### config.mk
export PLATFORM = sky130hd
export DESIGN_NAME = out_result_fifo
export DESIGN_NICKNAME = d
export VERILOG_FILES = /design/src/rtl/out_result_fifo.sv
export SDC_FILE = /design/constraint.sdc
export NUM_CORES = 1
export LEC_CHECK = 0
export ABC_AREA = 1
export ABC_CLOCK_PERIOD_IN_PS = 3600
export BUFFER_PORTS_ARGS = -buffer_cell sky130_fd_sc_hd__buf_2
export CAP_MARGIN = 20
export CORE_MARGIN = 2
export CORE_UTILIZATION = 55
export DETAILED_ROUTE_END_ITERATION = 7
export PLACE_DENSITY = 0.85
export SYNTH_ARGS = -nofsm -noshare
export SYNTH_HDL_FRONTEND = slang
export SYNTH_SLANG_ARGS = --single-unit
export TNS_END_PERCENT = 10
### constraint.sdc
create_clock -name clk -period 3.6 [get_ports clk]
set_input_delay 0.18 -clock clk [delete_from_list [all_inputs] [get_ports clk]]
set_output_delay 0.18 -clock clk [all_outputs]
set_load 0.01 [all_outputs]
### src/rtl/out_result_fifo.sv
// Show-ahead FIFO for placement results (x, y, strike).
// Tracks a sticky drop flag and a saturating total of popped strike counts.
module out_result_fifo #(
    parameter int DEPTH = 8,
    parameter int AW    = 3
) (
    input  logic          clk,
    input  logic          rstn,
    input  logic          clr,
    input  logic          in_valid,
    input  logic [7:0]    x_in,
    input  logic [7:0]    y_in,
    input  logic [3:0]    strike_in,
    output logic          in_ready,
    output logic          out_valid,
    input  logic          out_ready,
    output logic [7:0]    x_out,
    output logic [7:0]    y_out,
    output logic [3:0]    strike_out,
    output logic [AW:0]   count,
    output logic          overflow,
    output logic [15:0]   strike_total
);

    localparam int CW = AW + 1;

    logic [19:0]   mem [DEPTH];
    logic [AW-1:0] wptr;
    logic [AW-1:0] rptr;
    logic [19:0]   head;
    logic [16:0]   sum;
    logic          push;
    logic          pop;

    assign in_ready  = (count < CW'(DEPTH));
    assign out_valid = (count != '0);
    assign push      = in_valid && in_ready;
    assign pop       = out_valid && out_ready;

    assign head       = mem[rptr];
    assign x_out      = out_valid ? head[19:12] : 8'h00;
    assign y_out      = out_valid ? head[11:4]  : 8'h00;
    assign strike_out = out_valid ? head[3:0]   : 4'h0;

    assign sum = {1'b0, strike_total} + {13'b0, strike_out};

    // Storage needs no reset; validity is tracked by count alone.
    always_ff @(posedge clk) begin
        if (push && !clr) begin
            mem[wptr] <= {x_in, y_in, strike_in};
        end
    end

    always_ff @(posedge clk or negedge rstn) begin
        if (!rstn) begin
            wptr         <= '0;
            rptr         <= '0;
            count        <= '0;
            overflow     <= 1'b0;
            strike_total <= 16'h0000;
        end else if (clr) begin
            wptr         <= '0;
            rptr         <= '0;
            count        <= '0;
            overflow     <= 1'b0;
            strike_total <= 16'h0000;
        end else begin
            if (push) begin
                wptr <= wptr + AW'(1);
            end
            if (pop) begin
                rptr         <= rptr + AW'(1);
                strike_total <= sum[16] ? 16'hFFFF : sum[15:0];
            end
            if (push && !pop) begin
                count <= count + CW'(1);
            end else if (pop && !push) begin
                count <= count - CW'(1);
            end
            // No bypass when full: a push attempt is dropped even if a pop occurs.
            if (in_valid && !in_ready) begin
                overflow <= 1'b1;
            end
        end
    end

endmodule

Word level (Yosys, flattened, before mapping)
Memory sizes are Yosys's and may differ from the RTL's.
Index checks and enable logic that the tools add are counted.
- register bits: 27
- bits in latches: 0
- memory bits (writable): 160
- ROM bits: 0
- bits of input ports: 25
- output and inout bits: 43
- word-level logic and storage cells: 44
- memories kept: 1
- memories (name ; words ; bits a word ; rd ports ; clocked after memory_dff ; wr ports ; line ; RTL):
    mem ; 8 ; 20 ; 1 ; 0 ; 1 ; 27 ; logic [19:0] mem [DEPTH];
- add/sub/neg operators: 5
- $mul: 0
- divide/modulo/power cells: 0
- order comparisons: 1
- equal/unequal tests: 0
- shift-type cells: 0
- mux-type cells: 17
- bitwise operators: 0
- reductions and logical operators: 15
- operators by type and width (cell ; count):
    16-bit 2-to-1 mux ; 3
    16-bit by 4-bit adder with 17-bit output ; 1
    4-bit 2-to-1 mux ; 4
    8-bit 2-to-1 mux ; 2
    3-bit 2-to-1 mux ; 4
    3-bit by 1-bit adder with 3-bit output, second input constant ; 2
    1-bit logical AND ; 6
    2-bit nonzero test ; 3
    4-bit by 1-bit adder with 4-bit output, second input constant ; 1
    1-bit zero test ; 4
    4-bit less-than comparator, second input constant ; 1
    1-bit 2-to-1 mux ; 4
    4-bit nonzero test ; 1
    4-bit by 1-bit subtractor with 4-bit output, second input constant ; 1
    3-bit nonzero test ; 1

Longest topological paths before layout
Gate-level depths: netlist (run 1).
- depth in word-level cells: 7
- mapped depth: 19
- gate-level depth less buffers: 17

Worst setup path after synthesis (run 1)
Ideal clock, no wire load.
- path type: reg2reg
- from: register count[3]
- to: memory mem[0][0] (enable)
- library setup time: 0.422 ns
- arrival: 2.371 ns
- data required time: 3.178 ns
- setup slack: 0.807 ns
- cell stages (with the launch flop): 6
- buffers on the path: 0
- clock period less this slack: 2.793 ns
- cell sequence: dfrtp_1 -> inv_2 -> nand2_1 -> nor2_1 -> nand2_1 -> nor3_1
- cells in the longest elaborated chain, start to end: 5
- RTL lines (item ; line ; RTL):
    from (decl) ; 20 ; output logic [AW:0] count,
    from (signal assigned) ; 76 ; count <= count + CW'(1);
    from (signal assigned) ; 78 ; count <= count - CW'(1);
    4-bit less-than comparator ; 35 ; assign in_ready = (count < CW'(DEPTH));
    named net in_ready ; 14 ; output logic in_ready,
    1-bit logical AND ; 37 ; assign push = in_valid && in_ready;
    1-bit logical AND ; 49 ; if (push && !clr) begin
    1-bit 2-to-1 mux ; 49 ;
    1-bit 2-to-1 mux (not written as such) ; 50 ; mem[wptr] <= {x_in, y_in, strike_in};
    to (decl) ; 27 ;
The timed path passes the listed nets, and every way through them passes these cells.

Worst setup path after layout (run 1)
- from: register rptr[0]
- to: register strike_total[7]
- cells in the longest elaborated chain, start to end: 6
- RTL lines (item ; line ; RTL):
    from (decl) ; 29 ; logic [AW-1:0] rptr;
    from (signal assigned) ; 72 ; rptr <= rptr + AW'(1);
    memory 8 x 20 bit ; -- ;
    4-bit 2-to-1 mux ; 43 ; assign strike_out = out_valid ? head[3:0] : 4'h0;
    16-bit by 4-bit adder with 17-bit output ; 45 ; assign sum = {1'b0, strike_total} + {13'b0, strike_out};
    16-bit 2-to-1 mux ; 73 ; strike_total <= sum[16] ? 16'hFFFF : sum[15:0];
    16-bit 2-to-1 mux ; 71 ; if (pop) begin
    16-bit 2-to-1 mux ; 61 ; end else if (clr) begin
    to (signal assigned) ; 73 ;
    to (decl) ; 22 ; output logic [15:0] strike_total
No other way between the ends. The select of a mux whose other input is x is not followed.
A chain may end at the register's enable or synchronous reset.

==> impl_results.md, run 1 <==
- CTS Buffer Depth: 2
- Hold EP: overflow
- Hold Vio Cnt, Final: 0
- Initial Util: 0.562
- Global-route wire length before repair: approximately 28,000 µm
- Syn Nets: between 700 and 800
- Startpoint Class: register
- Worst rel slew slack: 0.567
- CP max stage delay: approximately 0.6 ns
- Final Max Tran Viols: 0
- Comb power frac: 0.305
- TNS Setup: 0 ns
- Crit path kind: reg -> reg
- Slew @ Worst Pin: 0.648 ns
- Fillers: roughly 1,100
- Worst hold-check path type: in -> reg
- DR WL met3: 1330 µm
- Period utilization: 0.831
- Worst r2r path cells: 15
- TritonRoute pass-1 iters: 5
- Finish-stage setup viols: 0
- Final #Nets: between 800 and 900
- CTS Root Cell: clkbuf_16
- Critical R2R Capture: strike_total[7]
- Asr flop ratio synth: 0.144
- Full die area: approximately 0.016 mm²
- Worst VDD drop: between 0.4 and 0.5 mV
- Die H: ~130 µm
- Synth Flop Type: edfxtp_1
- Fin crit period: between 2 and 3 ns
- CP Cell Sequence: inv_4 > o21ai_0 > o21ai_0 > o21ai_0 > nor2_1 > ha_1 > fa_1 > nand2_1 > nand3_2 > nand2_1 > nor2_2 > nand2_2 > o21ai_0 > nand2_1 > nand2_1
- Share of cells above drive strength 1: 0.180
- Leakage: between 3 and 4 nW
- # DRC: 0
- Top routing layer in use: met4
- Mapped cell area: 0.00813 mm²
- Commonest non-fill, non-tap cell in the layout: nor2_1
- Core box area: around 0.014 mm²
- Count of unique library cells instantiated by Yosys: 37
- WL met1: 7220 µm
- Max Cap Violations: 0
- Layout area overhead: 13.3%
- Internal: a little over 4 mW
- Nature of the critical path endpoint: register
- Number of antenna violations at the first check in global routing: 0
- Util after Layout: 0.637
- Worst path bufs/invs: 1
- CP delay by family, top: simple AND/OR/NAND/NOR gates
- GRT overflow: 0
- Post-Place Cells: 964
- CTS clk-pin slew, worst paths: 0.07 ns
- DRT antenna net count: 0
- RSZ-0062 raised after global routing: false
- Switching portion of total power: 0.348
- Post-DP HPWL: around 10,000 µm
- R2R setup slack: 0.61 ns
- Buffers on Ports: 67
- Hold Path Depth: 3
- Worst Path Max Fanout: just under 60
- Wire length after detailed routing: ~18,000 µm
- Post-Layout Cell Count: about 1,000
- Seq/Total Area, Yosys: 0.674
- DIE WIDTH: 126 µm
- Met2 WL: a little under 9000 µm
- Clk pwr share: 0.283
- Wirelength per Cell: approximately 18 µm
- Most frequent cells in the layout: nor2_1, edfxtp_1, o21ai_0
- Via count: 5,703
- Post-CTS sizing: 0
- Synth warnings: 0
- H-tree Lvls: 4
- Tot GR Track Use: 0.229
- Post-Syn Instances: approximately 730
- Vias in the first global route: approximately 5,400
- RePlAce Congestion: 0.933
- Reg-to-reg startpoint: rptr[0]
- Skew-Pair Late Insertion Delay: approximately 0.42 ns
- Crit path DAT: 3.30 ns
- Skew final: 0.00752 ns
- CTS Buf Count: 17
- Cell row count: between 40 and 50
- CTS sink cnt: between 150 and 200
- ANT cells: 0
- Critical path required time: 3.90 ns
- TritonCTS clock tree: yes
- Largest net degree at the start of global routing: 64
- P_sw: about 2.2 mW
- Starting DRT DRC Count: approximately 690
- Total power divided by cell area: between 600 and 700 mW/mm²
- Number of synthesized register bits: 187
- Worst Hold Launch: in_valid
- Seq pwr share: 0.412
- Status: finished, final reports clean
- Highest Clock Rate: between 0.3 and 0.4 GHz
- Post-synth EDFFs: 160
- I/O pins: a little under 70
- Cell at the slowest stage of the critical path: dfrtp_2
- Mapped Avg Cell Area: roughly 11 µm²
- Routed vias/inst: 5.72
## registers in the layout (all words and copies together) (netlist names)
signal        flops
rptr              3
wptr              3
mem             160
strike_total     16
count             4
overflow          1
## logic make-up after synthesis
kind of cell,count (synthesis),share of synthesized area
simple gates,316,0.164
buf+inv,68,0.0389
compound gates,149,0.103
flops,187,0.674
fa+ha+maj,10,0.0172
xor+xnor,3,0.00323
## how the worst max path moves through the flow
stage,start,endpoint,slack (ns),cells past startpoint
floorplan,count[3],mem[0][0],0.81,5
global placement,rptr[0],strike_total[7],0.72,15
detailed placement,rptr[0],strike_total[7],0.66,15
CTS,rptr[0],strike_total[7],0.61,15
global route,rptr[0],strike_total[7],0.31,15
finish,rptr[0],strike_total[7],0.61,15
## power groups by stage
stage               clock network (mW)  registers, mW  logic (mW)
global placement                     0           2.61        1.82
global route                      1.89           2.58        2.11
CTS                               1.78           2.57        1.90
floorplan                            0           2.57        1.34
detailed placement                   0           2.61        1.89
finish                            1.77           2.57        1.90
## area by class of cell
class                           count  area [µm²]  share of cell area
Inverter                           34         130              0.0141
Multi-Input combinational cell    478        2360               0.256
Clock inverter                     13         116              0.0126
Clock buffer                       19         433              0.0470
Sequential cell                   187        5480               0.595
Timing Repair Buffer               82         463              0.0502
Tap cell                          184         230              0.0250
## routing by layer
metal  track usage  vias to the layer above
li1              -                     2693
met1         0.308                     2717
met2         0.377                      263
met3        0.0484                       30
met4        0.0791                        0
met5             0                        -
## through the flow
step           setup WS, ns  instance area (µm²)  hold slack, ns  power (mW)
6_report              0.608                 9220          0.0143        6.24
3_3_place_gp          0.722                 8660           0.232        4.43
5_1_grt               0.313                 9220          0.0121        6.58
4_1_cts               0.614                 9220         0.00320        6.25
2_1_floorplan         0.807                 8130          -0.116        3.91
3_5_place_dp          0.658                 8660           0.226        4.50
## worst register-to-register path: stages (launching register included)
cell     delay (ns)
dfrtp_2        0.60
inv_4          0.31
o21ai_0        0.25
o21ai_0        0.10
o21ai_0        0.14
nor2_1         0.08
ha_1           0.22
fa_1           0.40
nand2_1        0.12
nand3_2        0.10
nand2_1        0.14
nor2_2         0.07
nand2_2        0.11
o21ai_0        0.10
nand2_1        0.07
nand2_1        0.06
## synth_stat cells, types with 3 or more instances
cell type,instances,area share
ha_1,8,0.012
o32ai_1,20,0.022
o211ai_1,3,0.0028
clkbuf_2,3,0.0018
nand2_1,89,0.041
nor2_4,3,0.0042
nand2_2,8,0.0062
buf_4,10,0.0092
clkbuf_1,11,0.0051
dfrtp_1,27,0.083
buf_2,8,0.0049
a21oi_1,6,0.0037
o21ai_1,24,0.015
inv_2,8,0.0037
nor2_1,180,0.083
inv_1,25,0.012
edfxtp_1,160,0.59
o21ai_0,94,0.058
nand3_1,23,0.014
## timing repair
item                       4_1_cts  5_1_grt
hold buffers                     1        0
buffers inserted                 0        0
hold endpoints to repair        27        0
setup endpoints to repair        0        0
(Power assumes the default switching activity.)
==> run 2, diff against run 1 <==
- ABC_AREA: 1 -> 0
- ABC_CLOCK_PERIOD_IN_PS: 3600 -> 2500
- CORE_UTILIZATION: 55 -> 53
- PLACE_DENSITY: 0.85 -> 0.86
- clock period: 3.6 -> 2.5 ns (I/O delays scaled with it)
==> impl_results.md, run 2 <==
- Status: complete, but fails checks
- Failing checks: setup timing
- Most frequent cells after synthesis: edfxtp_1, nor2_1, mux4_2
- Max Cap Violations: 0 (unchanged)
- Die H: 125 µm (-0.72%)
- Layout area overhead: 23.2%
- H-tree Lvls: 4 (unchanged)
- Register name with the most flops: mem
- Global-route wire length before repair: 25,000 µm (-11%)
- DIE WIDTH: 125 µm (-0.72%)
- Period utilization: 1.08 (+0.249)
- Wire length after detailed routing: 16,100 µm (-8.8%)
- Via count: 4,485 (-21%)
- Vias in the first global route: 4,665 (-14%)
- Core box area: 0.0144 mm² (-0.76%)
- Worst VDD drop: 0.841 mV (+73%)
- Worst Hold Launch: out_ready
- DRT antenna net count: 0 (unchanged)
- Cell row count: 44 (unchanged)
- Largest net degree at the start of global routing: 30 (-53%)
- Highest Clock Rate: 0.370 GHz (+11%)
- Mapped cell area: 0.00772 mm² (-5.1%)
- Worst rel slew slack: 0.581 (+0.0138)
- Pwr Total: 9.17 mW (+47%)
- Leakage: 3.43 nW (-3.7%)
- Post-DP HPWL: 9300 µm (-8.9%)
- Nature of the critical path endpoint: register
- Number of synthesized register bits: 187 (unchanged)
- Slew @ Worst Pin: 0.628 ns (-0.0200 ns)
- ANT cells: 0 (unchanged)
- Starting DRT DRC Count: 323 (-53%)
- Skew final: 0.00908 ns (+0.00156 ns)
- Hold Path Depth: 4 (+1)
- # DRC: 0 (unchanged)
- Synth Flop Type: edfxtp_1
- RePlAce Congestion: 0.802 (-14%)
- Util after Layout: 0.662 (+0.0256)
- CTS Buf Count: 17 (unchanged)
- Final #Nets: 599 (-28%)
- Crit path DAT: 3.08 ns (-0.22 ns)
- Syn Nets: 469 (-39%)
- CTS Buffer Depth: 2 (unchanged)
- Commonest non-fill, non-tap cell in the layout: edfxtp_1
- Count of unique library cells instantiated by Yosys: 41 (+11%)
- Leading post-synthesis cells by cell area: edfxtp_1, mux4_2, dfrtp_1
- Biggest regs: mem: 160 flops, strike_total: 16 flops, count: 4 flops
- Hold EP: rptr[1]
- RSZ-0062 raised after global routing: true
- Critical path required time: 2.88 ns (-1.02 ns)
- Worst r2r path cells: 12 (-3)
- Synth warnings: 0 (unchanged)
- CTS Root Cell: clkbuf_16
- Area leader, netlist: edfxtp_1
- Design area: 0.00952 mm² (+3.2%)
- Wirelength per Cell: 21.2 µm (+19%)
- TritonRoute pass-1 iters: 5 (unchanged)
- CTS clk-pin slew, worst paths: 0.07 ns (about the same)
- Post-synth EDFFs: 160 (unchanged)
- Max FFs per register: 160 (unchanged)
- Skew-Pair Late Insertion Delay: 0.43 ns (about the same)
- Seq/Total Area, Yosys: 0.710 (+0.0360)
- Top-count cell post-synth: edfxtp_1
- R2R setup slack: -0.20 ns (-0.81 ns)
- Total power divided by cell area: 964 mW/mm² (+42%)
- Tot GR Track Use: 0.215 (-0.0144)
- Hold Vio Cnt, Final: 0 (unchanged)
- Post-Syn Instances: 434 (-41%)
- Reg-to-reg startpoint: rptr[0]
- Buffers on Ports: 67 (unchanged)
- Number of antenna violations at the first check in global routing: 0 (unchanged)
- Final Max Tran Viols: 0 (unchanged)
- Worst hold-check path type: in -> reg
- Asr flop ratio synth: 0.144 (unchanged)
- Critical R2R Capture: strike_total[11]
- Routed vias/inst: 5.89 (+3.0%)
- Crit path kind: reg -> reg
- Startpoint Class: register
- Most frequent cells in the layout: edfxtp_1, buf_2, mux4_2
- Post-synth top area share: 0.622 (+0.0316)
- Share of cells above drive strength 1: 0.374 (+0.195)
- Mapped Avg Cell Area: 17.8 µm² (+60%)
- TNS Setup: -2.04 ns (-2.04 ns)
- Fin crit period: 2.70 ns (-0.290 ns)
- Finish-stage setup viols: 16 (+16)
- TritonCTS clock tree: yes
- Full die area: 0.0156 mm² (-1.4%)
- Worst Setup Slack, final: -0.201 ns (-0.810 ns)
- I/O pins: 68 (unchanged)
- Worst Path Max Fanout: 5 (-92%)
- CTS sink cnt: 187 (unchanged)
- Initial Util: 0.537 (-0.0244)
- DP Area: 0.00855 mm² (-1.3%)
- GRT overflow: 0 (unchanged)
==> run 2: logic make-up (layout without fill, tap and decap cells) <==
kind of cell	after synthesis	after routing	synth area share
xor gates and xnor gates	9	9	0.0102
buffers and inverters	28	170	0.0162
AOI/OAI and AO/OA	43	43	0.0392
and+or+nand+nor	94	95	0.0600
DFF	187	187	0.710
adders and majority gates	10	10	0.0182
muxes	63	63	0.146
==> run 2: layer usage <==
layer / part of all wire / track usage
met3: 0.060 / 0.0593
met1: 0.39 / 0.254
met4: 0.016 / 0.0720
met2: 0.54 / 0.381
met5: 0 / 0
==> run 2: where the power goes <==
group          leakage, nW  switching (mW)  total, mW  internal (mW)
logic                 1.34            1.49       2.90           1.41
clock network        0.282            1.19       2.58           1.39
registers             1.81           0.133       3.69           3.56
==> run 2: final cells by class <==
cell class	count	area, µm²
flip-flops and latches	187	5480
clock inverters	14	131
clock buffers	18	429
fillers	943	4850
multi-input cells	220	2280
repair buffers	133	943
inverters	5	18.8
well taps	184	230
==> run 2: worst max-delay path by stage <==
stage / depth (start not counted) / slack (ns) / startpoint / endpoint
after floorplan: 5 / -0.22 / count[3] / mem[1][0]
after global placement: 10 / -0.18 / rptr[0] / strike_total[15]
after detailed placement: 10 / -0.26 / rptr[0] / strike_total[15]
after CTS: 12 / -0.17 / rptr[0] / strike_total[11]
after global routing: 12 / -0.28 / rptr[0] / strike_total[11]
final: 12 / -0.20 / rptr[0] / strike_total[11]
==> run 2: repair_timing <==
| action | in CTS | in global routing |
|---|---|---|
| setup endpoints to repair | 30 | 30 |
| pin swaps | 17 | 10 |
| hold endpoints to repair | 188 | 0 |
| cloned | 1 | 0 |
| resized for setup | 14 | 10 |
| hold buffers | 22 | 0 |
| setup buffers | 5 | 0 |
==> run 2: worst max-delay path, stage by stage (launching register included) <==
cell and delay [ns]:
dfrtp_2 0.46, buf_6 0.14, mux4_2 0.49, mux2i_1 0.18, nor2_2 0.07, ha_2 0.21, buf_6 0.12, a211oi_4 0.22
o21bai_2 0.12, buf_6 0.14, and4_1 0.18, a31oi_1 0.17, o21a_1 0.14
==> run 2: metrics by stage <==
| stage | hold WS [ns] | instances | setup WS [ns] |
|---|---|---|---|
| 2_1_floorplan | -0.171 | 434 | -0.222 |
| 3_3_place_gp | 0.153 | 700 | -0.181 |
| 3_5_place_dp | 0.171 | 700 | -0.259 |
| 4_1_cts | 0.145 | 760 | -0.171 |
| 5_1_grt | 0.148 | 761 | -0.279 |
| 6_report | 0.163 | 761 | -0.201 |
